$ cat config.mk
export PLATFORM = sky130hd
export DESIGN_NAME = peg_scorer
export DESIGN_NICKNAME = d
export VERILOG_FILES = /design/src/rtl/peg_scorer_pkg.sv /design/src/rtl/peg_scorer.sv
export SDC_FILE = /design/constraint.sdc
export NUM_CORES = 1
export LEC_CHECK = 0
export BUFFER_PORTS_ARGS = -buffer_cell sky130_fd_sc_hd__buf_2
export CORE_ASPECT_RATIO = 1.4
export CORE_UTILIZATION = 40
export DETAILED_ROUTE_END_ITERATION = 12
export HOLD_SLACK_MARGIN = 0.15
export SLEW_MARGIN = 20
export SYNTH_ARGS = -nofsm -noshare
export SYNTH_HDL_FRONTEND = slang
export SYNTH_SLANG_ARGS = --single-unit
$ cat constraint.sdc
create_clock -name clk -period 9.2 [get_ports clk]
set_input_delay 1.38 -clock clk [delete_from_list [all_inputs] [get_ports clk]]
set_output_delay 1.38 -clock clk [all_outputs]
set_load 0.02 [all_outputs]
$ cat src/rtl/peg_scorer_pkg.sv
// Shared definitions for the peg scorer: feedback codes, peg count, FSM states.
// Also provides the helper that maps (position, exact, colour) to a feedback digit.
// Feedback digits are sorted: exact first, then colour-only, then none.
package peg_scorer_pkg;

  localparam int NUM_PEGS    = 4;
  localparam int DEF_COLOR_W = 3;

  localparam logic [1:0] FB_NONE  = 2'd0;
  localparam logic [1:0] FB_COLOR = 2'd1;
  localparam logic [1:0] FB_EXACT = 2'd2;

  typedef enum logic [1:0] {
    S_IDLE  = 2'd0,
    S_EXACT = 2'd1,
    S_COLOR = 2'd2,
    S_DONE  = 2'd3
  } state_t;

  // Digit k of the sorted feedback: exact pegs first, then colour-only pegs.
  function automatic logic [1:0] fb_digit(input logic [2:0] k,
                                          input logic [2:0] ex,
                                          input logic [2:0] co);
    logic [3:0] sum;
    sum = {1'b0, ex} + {1'b0, co};
    if (k < ex)                 return FB_EXACT;
    else if ({1'b0, k} < sum)   return FB_COLOR;
    else                        return FB_NONE;
  endfunction

endpackage

$ cat src/rtl/peg_scorer.sv
// Scores a 4-peg guess against a 4-peg code, one comparison per cycle.
// Latency: done pulses 20 edges after the edge that samples start (start edge counts as edge 1, done seen after edge 21).
// Flow: start is ignored while busy; inputs are latched on accept, later changes have no effect.
module peg_scorer
  import peg_scorer_pkg::*;
#(
  parameter int COLOR_W = DEF_COLOR_W
) (
  input  logic               clk,
  input  logic               reset,
  input  logic               start,
  input  logic [COLOR_W-1:0] code0,
  input  logic [COLOR_W-1:0] code1,
  input  logic [COLOR_W-1:0] code2,
  input  logic [COLOR_W-1:0] code3,
  input  logic [COLOR_W-1:0] guess0,
  input  logic [COLOR_W-1:0] guess1,
  input  logic [COLOR_W-1:0] guess2,
  input  logic [COLOR_W-1:0] guess3,
  output logic               busy,
  output logic               done,
  output logic [1:0]         fb0,
  output logic [1:0]         fb1,
  output logic [1:0]         fb2,
  output logic [1:0]         fb3,
  output logic               win
);

  state_t                    state;
  logic [3:0]                idx;
  logic [COLOR_W-1:0]        code_q  [NUM_PEGS];
  logic [COLOR_W-1:0]        guess_q [NUM_PEGS];
  logic [NUM_PEGS-1:0]       used_code;
  logic [NUM_PEGS-1:0]       matched_guess;
  logic [2:0]                exact_cnt;
  logic [2:0]                color_cnt;

  logic [2:0]                ex_nx;
  logic [2:0]                co_nx;
  logic [NUM_PEGS-1:0]       used_nx;
  logic [NUM_PEGS-1:0]       match_nx;
  logic [1:0]                pi;
  logic [1:0]                pj;
  logic [1:0]                fb_nx [NUM_PEGS];

  // One comparison step: exact check on position idx[1:0], or colour check on pair (idx[3:2], idx[1:0]).
  always_comb begin
    ex_nx    = exact_cnt;
    co_nx    = color_cnt;
    used_nx  = used_code;
    match_nx = matched_guess;
    pi       = idx[3:2];
    pj       = idx[1:0];
    if (state == S_EXACT) begin
      if (guess_q[pj] == code_q[pj]) begin
        ex_nx        = exact_cnt + 3'd1;
        used_nx[pj]  = 1'b1;
        match_nx[pj] = 1'b1;
      end
    end else if (state == S_COLOR) begin
      if (!matched_guess[pi] && !used_code[pj] && (guess_q[pi] == code_q[pj])) begin
        co_nx        = color_cnt + 3'd1;
        used_nx[pj]  = 1'b1;
        match_nx[pi] = 1'b1;
      end
    end
    for (int k = 0; k < NUM_PEGS; k++) begin
      fb_nx[k] = fb_digit(3'(k), ex_nx, co_nx);
    end
  end

  // Scoring FSM with registered busy/done/feedback outputs.
  always_ff @(posedge clk or posedge reset) begin
    if (reset) begin
      state         <= S_IDLE;
      idx           <= 4'd0;
      used_code     <= '0;
      matched_guess <= '0;
      exact_cnt     <= 3'd0;
      color_cnt     <= 3'd0;
      for (int k = 0; k < NUM_PEGS; k++) begin
        code_q[k]  <= '0;
        guess_q[k] <= '0;
      end
      busy <= 1'b0;
      done <= 1'b0;
      fb0  <= FB_NONE;
      fb1  <= FB_NONE;
      fb2  <= FB_NONE;
      fb3  <= FB_NONE;
      win  <= 1'b0;
    end else begin
      done <= 1'b0;
      case (state)
        S_IDLE: begin
          if (start) begin
            code_q[0]     <= code0;
            code_q[1]     <= code1;
            code_q[2]     <= code2;
            code_q[3]     <= code3;
            guess_q[0]    <= guess0;
            guess_q[1]    <= guess1;
            guess_q[2]    <= guess2;
            guess_q[3]    <= guess3;
            used_code     <= '0;
            matched_guess <= '0;
            exact_cnt     <= 3'd0;
            color_cnt     <= 3'd0;
            idx           <= 4'd0;
            busy          <= 1'b1;
            state         <= S_EXACT;
          end
        end
        S_EXACT: begin
          exact_cnt     <= ex_nx;
          used_code     <= used_nx;
          matched_guess <= match_nx;
          if (idx == 4'd3) begin
            idx   <= 4'd0;
            state <= S_COLOR;
          end else begin
            idx <= idx + 4'd1;
          end
        end
        S_COLOR: begin
          color_cnt     <= co_nx;
          used_code     <= used_nx;
          matched_guess <= match_nx;
          idx           <= idx + 4'd1;
          if (idx == 4'd15) begin
            fb0   <= fb_nx[0];
            fb1   <= fb_nx[1];
            fb2   <= fb_nx[2];
            fb3   <= fb_nx[3];
            win   <= (ex_nx == 3'd4);
            done  <= 1'b1;
            state <= S_DONE;
          end
        end
        S_DONE: begin
          busy  <= 1'b0;
          state <= S_IDLE;
        end
        default: begin
          busy  <= 1'b0;
          state <= S_IDLE;
        end
      endcase
    end
  end

endmodule
==> summary.txt, run 1 <==
status - finished clean
Yosys cell types - 55
largest area contributor in the netlist - dfrtp_1
synthesized flop and latch total - 55
Combinational Power Share - 53.9%
first-pass GRT wire length - 10,600 um
largest net degree at the start of global routing - 56
fraction of synthesized area in multiplexers - 19.5%
Core Box Area - 0.00780 sq mm
die width - 77.8 um
Area growth syn-to-layout - 10.3%
Hold WC Path Type - flop to flop
hold buffers post-CTS - 0
GR Overflow Total - 0
total wire length - 6210 um
root buffer cell - clkbuf_8
Startpoint Class - flop
simple-gate portion of the synthesized area - 11.4%
post-CTS setup buffers - 0
antenna viol nets, final - 0
io pins - 38
maximum fanout along the worst path - 13
crit path kind - flop to flop
final worst path period share - 40.3%
max capacitance violation total - 0
syn_nets - 309
switching power - 0.531 mW
router iterations before antenna repair - 4
number of flops mapped to enable cells by yosys - 0
Worst VDD drop - 0.170 mV
Final Core Density - 45.5%
Pins Over Slew Limit - 0
CTS resizes - 0
sequential fraction of the synthesis area - 42.8%
1st-iter DRT viols - 87
crit end category - flop
setup TNS - 0 ns
Flop pwr share - 33.6%
Synth top area share - 42.8%
DR WL/cell - 15.4 um
main combinational cell family by area after synthesis - multiplexers
CTS tree - done
Die Ht - 108 um
vias in the first global route - 2,242
Routability Congestion - 0.779
All-Layer GR Usage - 16.5%
fraction of registers with async set/reset - 100%
sw frac - 43.6%
fraction of layout cells with a size suffix above 1 - 33.3%
vias per cell - 5.41
Initial Util - 41.3%
Critical Path AT - 3.93 ns
Vias - 2,182
Setup WS post-layout - 5.49 ns
worst slew pin tran - 0.964 ns
DRC violations left - 0
Place WS - 5.48 ns
# rows - 38
Cell Pwr Density - 343 mW/mm^2
initial antenna violation count - 0
H-Tree Depth - 2
clock-pin slew on the worst setup and hold paths - 0.10 ns
clock skew - 0.00390 ns
Tmin final - 3.71 ns
antenna diode count - 0
slew margin rel. - 35.6%
Synth Area in Adders - 6.06%
internal power - 0.687 mW
post-synthesis xor/xnor area fraction - 4.70%
clock sink total - 55
Synth area leaders - dfrtp_1, mux2_2, mux4_2
Clock Tree Buf Depth - 2
Clk Latency, worst-skew pair - 0.32 ns
Hold WS - 0.489 ns
Hold Fails Final Rpt - 0
synthesized area - 0.00322 sq mm
fin nets - 344
Syn Area/Cell - 12.1 sq um
Yosys warning count - 0
Leak - 1.57 nW
IO buf count - 37
DIE AREA - 0.00842 sq mm
Setup-failing EPs final - 0
RSZ-0062 raised after global routing - no
Num CTS Buffers - 5
hpwl dp - 4630 um
Synth Area in Compound Gates - 11.4%
CP required - 9.42 ns
Post-Synthesis Cells - 267
Primary FF master, synth - dfrtp_1
Clk pwr share - 12.5%
fmax - 270 MHz
-- worst paths after layout --
check / from / end / slack (ns) / cells after the start
worst min register to register: fb3[0] / fb3[0] / 0.49 / 2
worst min-delay path: fb3[0] / fb3[0] / 0.49 / 2
worst max register to register: idx[0] / fb2[0] / 5.49 / 11
min in group asynchronous: reset / fb3[1] / 1.24 / 3
worst max-delay path: idx[0] / fb2[0] / 5.49 / 11
max in group asynchronous: reset / used_code[0] / 7.49 / 3
-- power groups by stage --
stage               combinational, mW  clock, mW  sequential, mW
global route                    0.721      0.166           0.425
detailed placement              0.659          0           0.416
global placement                0.647          0           0.413
CTS                             0.660      0.157           0.411
floorplan                       0.580          0           0.376
finish                          0.657      0.152           0.410
-- state kept, by name, indices dropped and copies added, names as in the netlist --
| register | count |
|---|---|
| used_code | 4 |
| code_q | 12 |
| fb2 | 2 |
| busy | 1 |
| fb3 | 2 |
| matched_guess | 4 |
| done | 1 |
| fb1 | 2 |
| exact_cnt | 3 |
| idx | 4 |
| color_cnt | 3 |
| win | 1 |
| fb0 | 2 |
| guess_q | 12 |
| state | 2 |
-- cell usage after synthesis (3+ instances only) --
master    number
nand4_1        3
inv_1         10
mux2_2        25
nand2_1       24
xor2_1         4
nor3_1         3
ha_1          14
clkbuf_1       3
clkbuf_8       3
xnor2_1        4
mux2i_1        6
xor2_2         4
o31ai_2        3
a31oi_1        8
o21ai_0       12
buf_6          3
nor2_1        18
dfrtp_1       55
a21o_1         4
mux4_2         8
a21oi_1        8
-- layout by cell type (no fill, tap or decap), types with 2 or more instances in the layout --
cell and instances:
xor2_2 4, mux2_4 2, a21o_1 4, o21ai_0 12
o21bai_1 2, mux2i_1 6, mux4_2 8, nand4_1 3
a21oi_1 8, dfrtp_1 55, nand3_1 2, buf_2 37
a31oi_1 8, mux2_2 25, ha_1 14, nor3_1 3
clkbuf_8 7, xnor2_1 4, o31ai_2 3, and3_1 2
or3_1 2, mux4_1 2, inv_1 9, nor2_1 18
nand2_1 24, o22a_1 2, nand2b_1 2, xor2_1 4
nor2b_1 2, nor3_2 2, a32o_1 2
-- metrics by stage --
step,cell area [sq um],total power [mW],std cells
2_1_floorplan,3220,0.956,267
3_3_place_gp,3450,1.06,395
3_5_place_dp,3450,1.08,395
4_1_cts,3550,1.23,403
5_1_grt,3550,1.31,403
6_report,3550,1.22,403
-- worst max-delay path, stage by stage, from the launching register on --
cell and delay (ns):
dfrtp_1 0.72, mux4_1 0.74, xor2_2 0.26, nor4_4 0.51, nand2_1 0.16, o21ai_0 0.17, ha_1 0.30, a21oi_1 0.13
and3_1 0.19, o21ba_2 0.15, nand2_1 0.04, a32o_1 0.23
-- routing by layer --
layer  up-vias  routed length, um  GRT usage (%)
li1       1034                  -              -
met1      1076               2620           18.8
met2        60               3180           28.6
met3        12                222           2.87
met4         0                184           10.6
met5         -                  0              0
-- cells by family after synthesis --
| family | Yosys count |
|---|---|
| fa+ha+maj | 15 |
| simple gates | 70 |
| xor+xnor | 13 |
| buf+inv | 21 |
| compound gates | 49 |
| flops | 55 |
| mux | 44 |
-- cell type report --
cell class | count | area [sq um]
clock buffer | 7 | 96.3
clock inverter | 1 | 7.51
fill | 758 | 4250
inverter | 11 | 41.3
multi-input combinational | 191 | 1710
sequential | 55 | 1380
tap | 100 | 125
timing repair buffer | 38 | 193
(Power assumes the default switching activity.)
==> run 2, diff against run 1 <==
clock period = 3 ns   (was 9.2 ns; I/O delays follow)
==> run 2 against run 1 <==
The run now ends with negative setup slack left. Highest routed layer unchanged. Critical path depth did not move. First-iteration DRC count shrank 16%. Clock power rose to 3.3 times the previous value. Core utilization is 7.0 points higher. Register-to-register slack worse by 5.7 ns. Non-clock buffer count increased by 57. Cell area increased by 15%. Via count grew 9.6%. Worst hold slack worse by 0.24 ns. Critical path type unchanged.
==> summary.txt, run 2 (synthesis gave the netlist of run 1 again) <==
fill cell count - 714
GR Overflow Total - 0
vias per cell - 5.21
Hold WC Path Type - primary input to asynchronous set/reset pin
H-Tree Depth - 2
fin nets - 401
Clock Tree Buf Depth - 2
violated checks - negative setup slack
hold buffers post-CTS - 0
Critical Path AT - 3.45 ns
crit end category - flop
clock sink total - 55
Setup-failing EPs final - 4
Place WS - -0.300 ns
CP required - 3.22 ns
DRC violations left - 0
fmax - 309 MHz
Routability Congestion - 0.805
1st-iter DRT viols - 73
Worst VDD drop - 0.535 mV
first-pass GRT wire length - 11,600 um
Num CTS Buffers - 5
antenna viol nets, final - 0
total wire length - 7010 um
hpwl dp - 5530 um
max capacitance violation total - 0
maximum fanout along the worst path - 4
DIE AREA - 0.00842 sq mm
Hold Fails Final Rpt - 0
Final Core Density - 52.6%
Post-DP Area - 0.00381 sq mm
Setup WS post-layout - -0.231 ns
worst flop-to-flop path startpoint - idx[2]
largest net degree at the start of global routing - 38
root buffer cell - clkbuf_8
slew margin rel. - 49.2%
All-Layer GR Usage - 18.4%
RSZ-0062 raised after global routing - yes
io pins - 38
Area growth syn-to-layout - 27.4%
final worst path period share - 108%
DR WL/cell - 15.3 um
Startpoint Class - flop
clock skew - 0.00438 ns
Die Ht - 108 um
antenna diode count - 0
clock-pin slew on the worst setup and hold paths - 0.10 ns
Design Power - 4.66 mW
design area - 0.00410 sq mm
IO buf count - 37
worst slew pin tran - 0.760 ns
vias in the first global route - 2,373
CTS tree - done
fin cells - 459
biggest regs - code_q (12), guess_q (12)
Core Box Area - 0.00780 sq mm
most common cell after layout, fill and taps aside - buf_4
Cell Pwr Density - 1140 mW/mm^2
Vias - 2,391
Initial Util - 41.3%
fraction of layout cells with a size suffix above 1 - 48.7%
Leak - 1.89 nW
initial antenna violation count - 0
commonest non-fill, non-tap cells in the layout - buf_4, dfrtp_1, buf_2
Clk Latency, worst-skew pair - 0.32 ns
die width - 77.8 um
CP startpoint - idx[2]
Pins Over Slew Limit - 0
status - complete, but fails checks
placed cell count - 441
crit path kind - flop to flop
# rows - 38
Tmin final - 3.23 ns
router iterations before antenna repair - 4
run 2: final cells by class:
| cell class | instances | area (sq um) | area share, % |
|---|---|---|---|
| repair buffers | 95 | 628 | 15.3 |
| multi-input cells | 191 | 1820 | 44.4 |
| flip-flops and latches | 55 | 1380 | 33.6 |
| inverters | 11 | 41.3 | 1.01 |
| clock buffers | 5 | 68.8 | 1.68 |
| well taps | 100 | 125 | 3.05 |
| clock inverters | 2 | 37.5 | 0.915 |
run 2: worst max-delay path, stage by stage (launching register included):
cell and delay (ns):
dfrtp_2 0.41, mux4_2 0.51, or4_4 0.50, nor4_4 0.36, buf_4 0.19, nand2_2 0.06
xnor2_1 0.13, ha_1 0.30, nor2_2 0.21, o21ba_4 0.19, nand2_2 0.04, a32o_1 0.23
run 2: path summary, 6_finish.rpt:
kind	end	slack (ns)	cells past startpoint
worst max register to register	fb2[0]	-0.23	11
worst max-delay path	fb2[0]	-0.23	11
worst min-delay path	state[0]	0.25	2
min in group clk	guess_q[0]	0.36	2
max in group asynchronous	matched_guess[0]	2.10	3
worst min register to register	fb1[0]	0.49	2
run 2: metal layers:
| metal | GRT usage [%] | part of all wire, % | vias to the layer above |
|---|---|---|---|
| met3 | 3.21 | 2.6 | 14 |
| met4 | 9.57 | 3.3 | 0 |
| met2 | 34.5 | 55 | 48 |
| met1 | 19.5 | 39 | 1179 |
| li1 | - | - | 1150 |
| met5 | 0 | 0 | - |
run 2: what timing repair did:
action                     CTS  global route
pin swaps                    5             5
resized for setup           10            11
setup endpoints to repair    4             4
setup buffers                7             4
run 2: power by group:
part | internal, mW | total [mW] | leakage, nW | switching (mW)
Combinational | 1.53 | 2.93 | 1.16 | 1.40
Sequential | 1.01 | 1.23 | 0.676 | 0.218
Clock | 0.244 | 0.497 | 0.0502 | 0.252
Total | 2.79 | 4.66 | 1.89 | 1.87
run 2: per-stage QoR:
stage / setup TNS, ns / hold slack [ns]
2_1_floorplan: -0.551 / 0.457
3_3_place_gp: -0.545 / 0.465
3_5_place_dp: -0.879 / 0.472
4_1_cts: -0.474 / 0.275
5_1_grt: -1.05 / 0.324
6_report: -0.617 / 0.251
==> run 3, diff against run 2 <==
PLACE_DENSITY = 0.71   (was unset)
TNS_END_PERCENT = 1   (was unset)
==> run 3 against run 2 <==
Critical endpoint unchanged. Cell area is 1.7% lower. Sequential power barely moved. Largest cell class unchanged. Register-to-register slack better by 0.04 ns. Fmax rose by 1.1%. Clock power rose by 21%. The flow still finishes with violations (negative setup slack). Critical path depth is 2 higher. Total power down 1.7%. Wire length shrank 3.2%.
==> summary.txt, run 3 (synthesis gave the netlist of run 1 again) <==
All-Layer GR Usage - 17.2%
antenna diode count - 0
violated checks - negative setup slack
root buffer cell - clkbuf_8
GR Overflow Total - 0
Cell Pwr Density - 1140 mW/mm^2
design area - 0.00403 sq mm
clock-pin slew on the worst setup and hold paths - 0.11 ns
Vias - 2,405
fmax - 313 MHz
Hold WC Path Type - primary input to asynchronous set/reset pin
vias in the first global route - 2,493
most common cell after layout, fill and taps aside - dfrtp_1
Core Box Area - 0.00780 sq mm
Clock Tree Buf Depth - 2
RSZ-0062 raised after global routing - yes
die width - 77.8 um
total wire length - 6780 um
clock skew - 0.0125 ns
CP required - 3.22 ns
worst slew pin tran - 0.693 ns
hpwl dp - 5080 um
Setup WS post-layout - -0.196 ns
clock sink total - 55
Routability Congestion - 0.864
status - complete, but fails checks
Worst VDD drop - 0.619 mV
router iterations before antenna repair - 4
slew margin rel. - 53.8%
final worst path period share - 107%
CP startpoint - idx[2]
Multi-input gate area - 0.00176 sq mm
Hold Fails Final Rpt - 0
DR WL/cell - 14.9 um
H-Tree Depth - 2
switching power - 1.81 mW
Clk Latency, worst-skew pair - 0.32 ns
Area growth syn-to-layout - 25.2%
Post-DP Area - 0.00379 sq mm
hold buffers post-CTS - 0
Combinational Power Share - 60.1%
IO buf count - 37
maximum fanout along the worst path - 5
vias per cell - 5.30
# rows - 38
commonest non-fill, non-tap cells in the layout - dfrtp_1, buf_4, buf_2
CTS tree - done
crit path kind - flop to flop
Leak - 1.87 nW
fin nets - 395
fraction of layout cells with a size suffix above 1 - 46.3%
Initial Util - 41.3%
Num CTS Buffers - 5
sw frac - 39.5%
Setup-failing EPs final - 4
Clk pwr share - 13.1%
Pins Over Slew Limit - 0
DRC violations left - 0
fill cell count - 697
DIE AREA - 0.00842 sq mm
worst flop-to-flop path startpoint - idx[2]
max capacitance violation total - 0
Critical Path AT - 3.41 ns
antenna viol nets, final - 0
1st-iter DRT viols - 80
Tmin final - 3.20 ns
Flop pwr share - 26.7%
first-pass GRT wire length - 11,400 um
internal power - 2.77 mW
initial antenna violation count - 0
Startpoint Class - flop
crit end category - flop
biggest regs - code_q (12), guess_q (12)
FF/Latch Area - 0.00138 sq mm
largest net degree at the start of global routing - 56
setup TNS - -0.542 ns
Die Ht - 108 um
io pins - 38
run 3: area by class of cell:
| type | count | share of cell area [%] |
|---|---|---|
| multi-input cells | 191 | 43.7 |
| clock inverters | 3 | 1.77 |
| repair buffers | 89 | 14.5 |
| clock buffers | 5 | 1.71 |
| well taps | 100 | 3.10 |
| inverters | 11 | 1.02 |
| flip-flops and latches | 55 | 34.2 |
run 3: power groups by stage:
stage | Sequential (mW) | Combinational [mW] | Clock, mW
finish | 1.23 | 2.76 | 0.602
global route | 1.26 | 2.99 | 0.648
CTS | 1.23 | 2.70 | 0.619
detailed placement | 1.24 | 2.65 | 0
global placement | 1.22 | 2.58 | 0
floorplan | 1.15 | 1.78 | 0
run 3: stage by stage:
step                utilization [%]  hold slack [ns]  setup WS, ns  total power, mW  std cells
floorplan                         -            0.457        -0.212             2.93        267
global placement               48.6            0.467        -0.173             3.81        441
detailed placement             48.6            0.476        -0.284             3.89        441
CTS                            51.1            0.338        -0.202             4.55        452
global route                   51.7            0.345        -0.317             4.90        454
finish                         51.7            0.312        -0.196             4.58        454
run 3: final timing paths:
check                          endpoint  slack, ns  cells after the start
max reg2reg                      fb2[0]      -0.20                     13
max in group asynchronous        idx[0]       2.18                      3
min                        exact_cnt[0]       0.31                      3
min in group clk             guess_q[9]       0.36                      2
max                              fb2[0]      -0.20                     13
min reg2reg                      fb1[0]       0.49                      2
run 3: what timing repair did:
action / 4_1_cts / 5_1_grt
endpoints found under the hold margin: 0 / 0
endpoints found under the setup margin: 4 / 4
gates cloned: 0 / 0
pin swaps: 3 / 9
resized for setup: 12 / 6
setup buffers: 3 / 3
run 3: worst max-delay path, stage by stage, from the launching register on:
cell and delay, ns:
dfrtp_2 0.43, buf_4 0.12, buf_4 0.10, mux4_1 0.59, xor2_2 0.19, nor4_4 0.34, buf_4 0.19, nand2_4 0.05
xnor2_2 0.14, ha_1 0.31, and3_4 0.20, o21ba_4 0.14, nand2_2 0.05, a32o_1 0.24
run 3: routing by layer:
layer	track usage (%)	routed length [um]	vias to the layer above
met2	32.7	3760	56
met4	5.66	128	0
met5	0	0	-
met3	2.70	191	11
met1	19.3	2700	1198
li1	-	-	1140
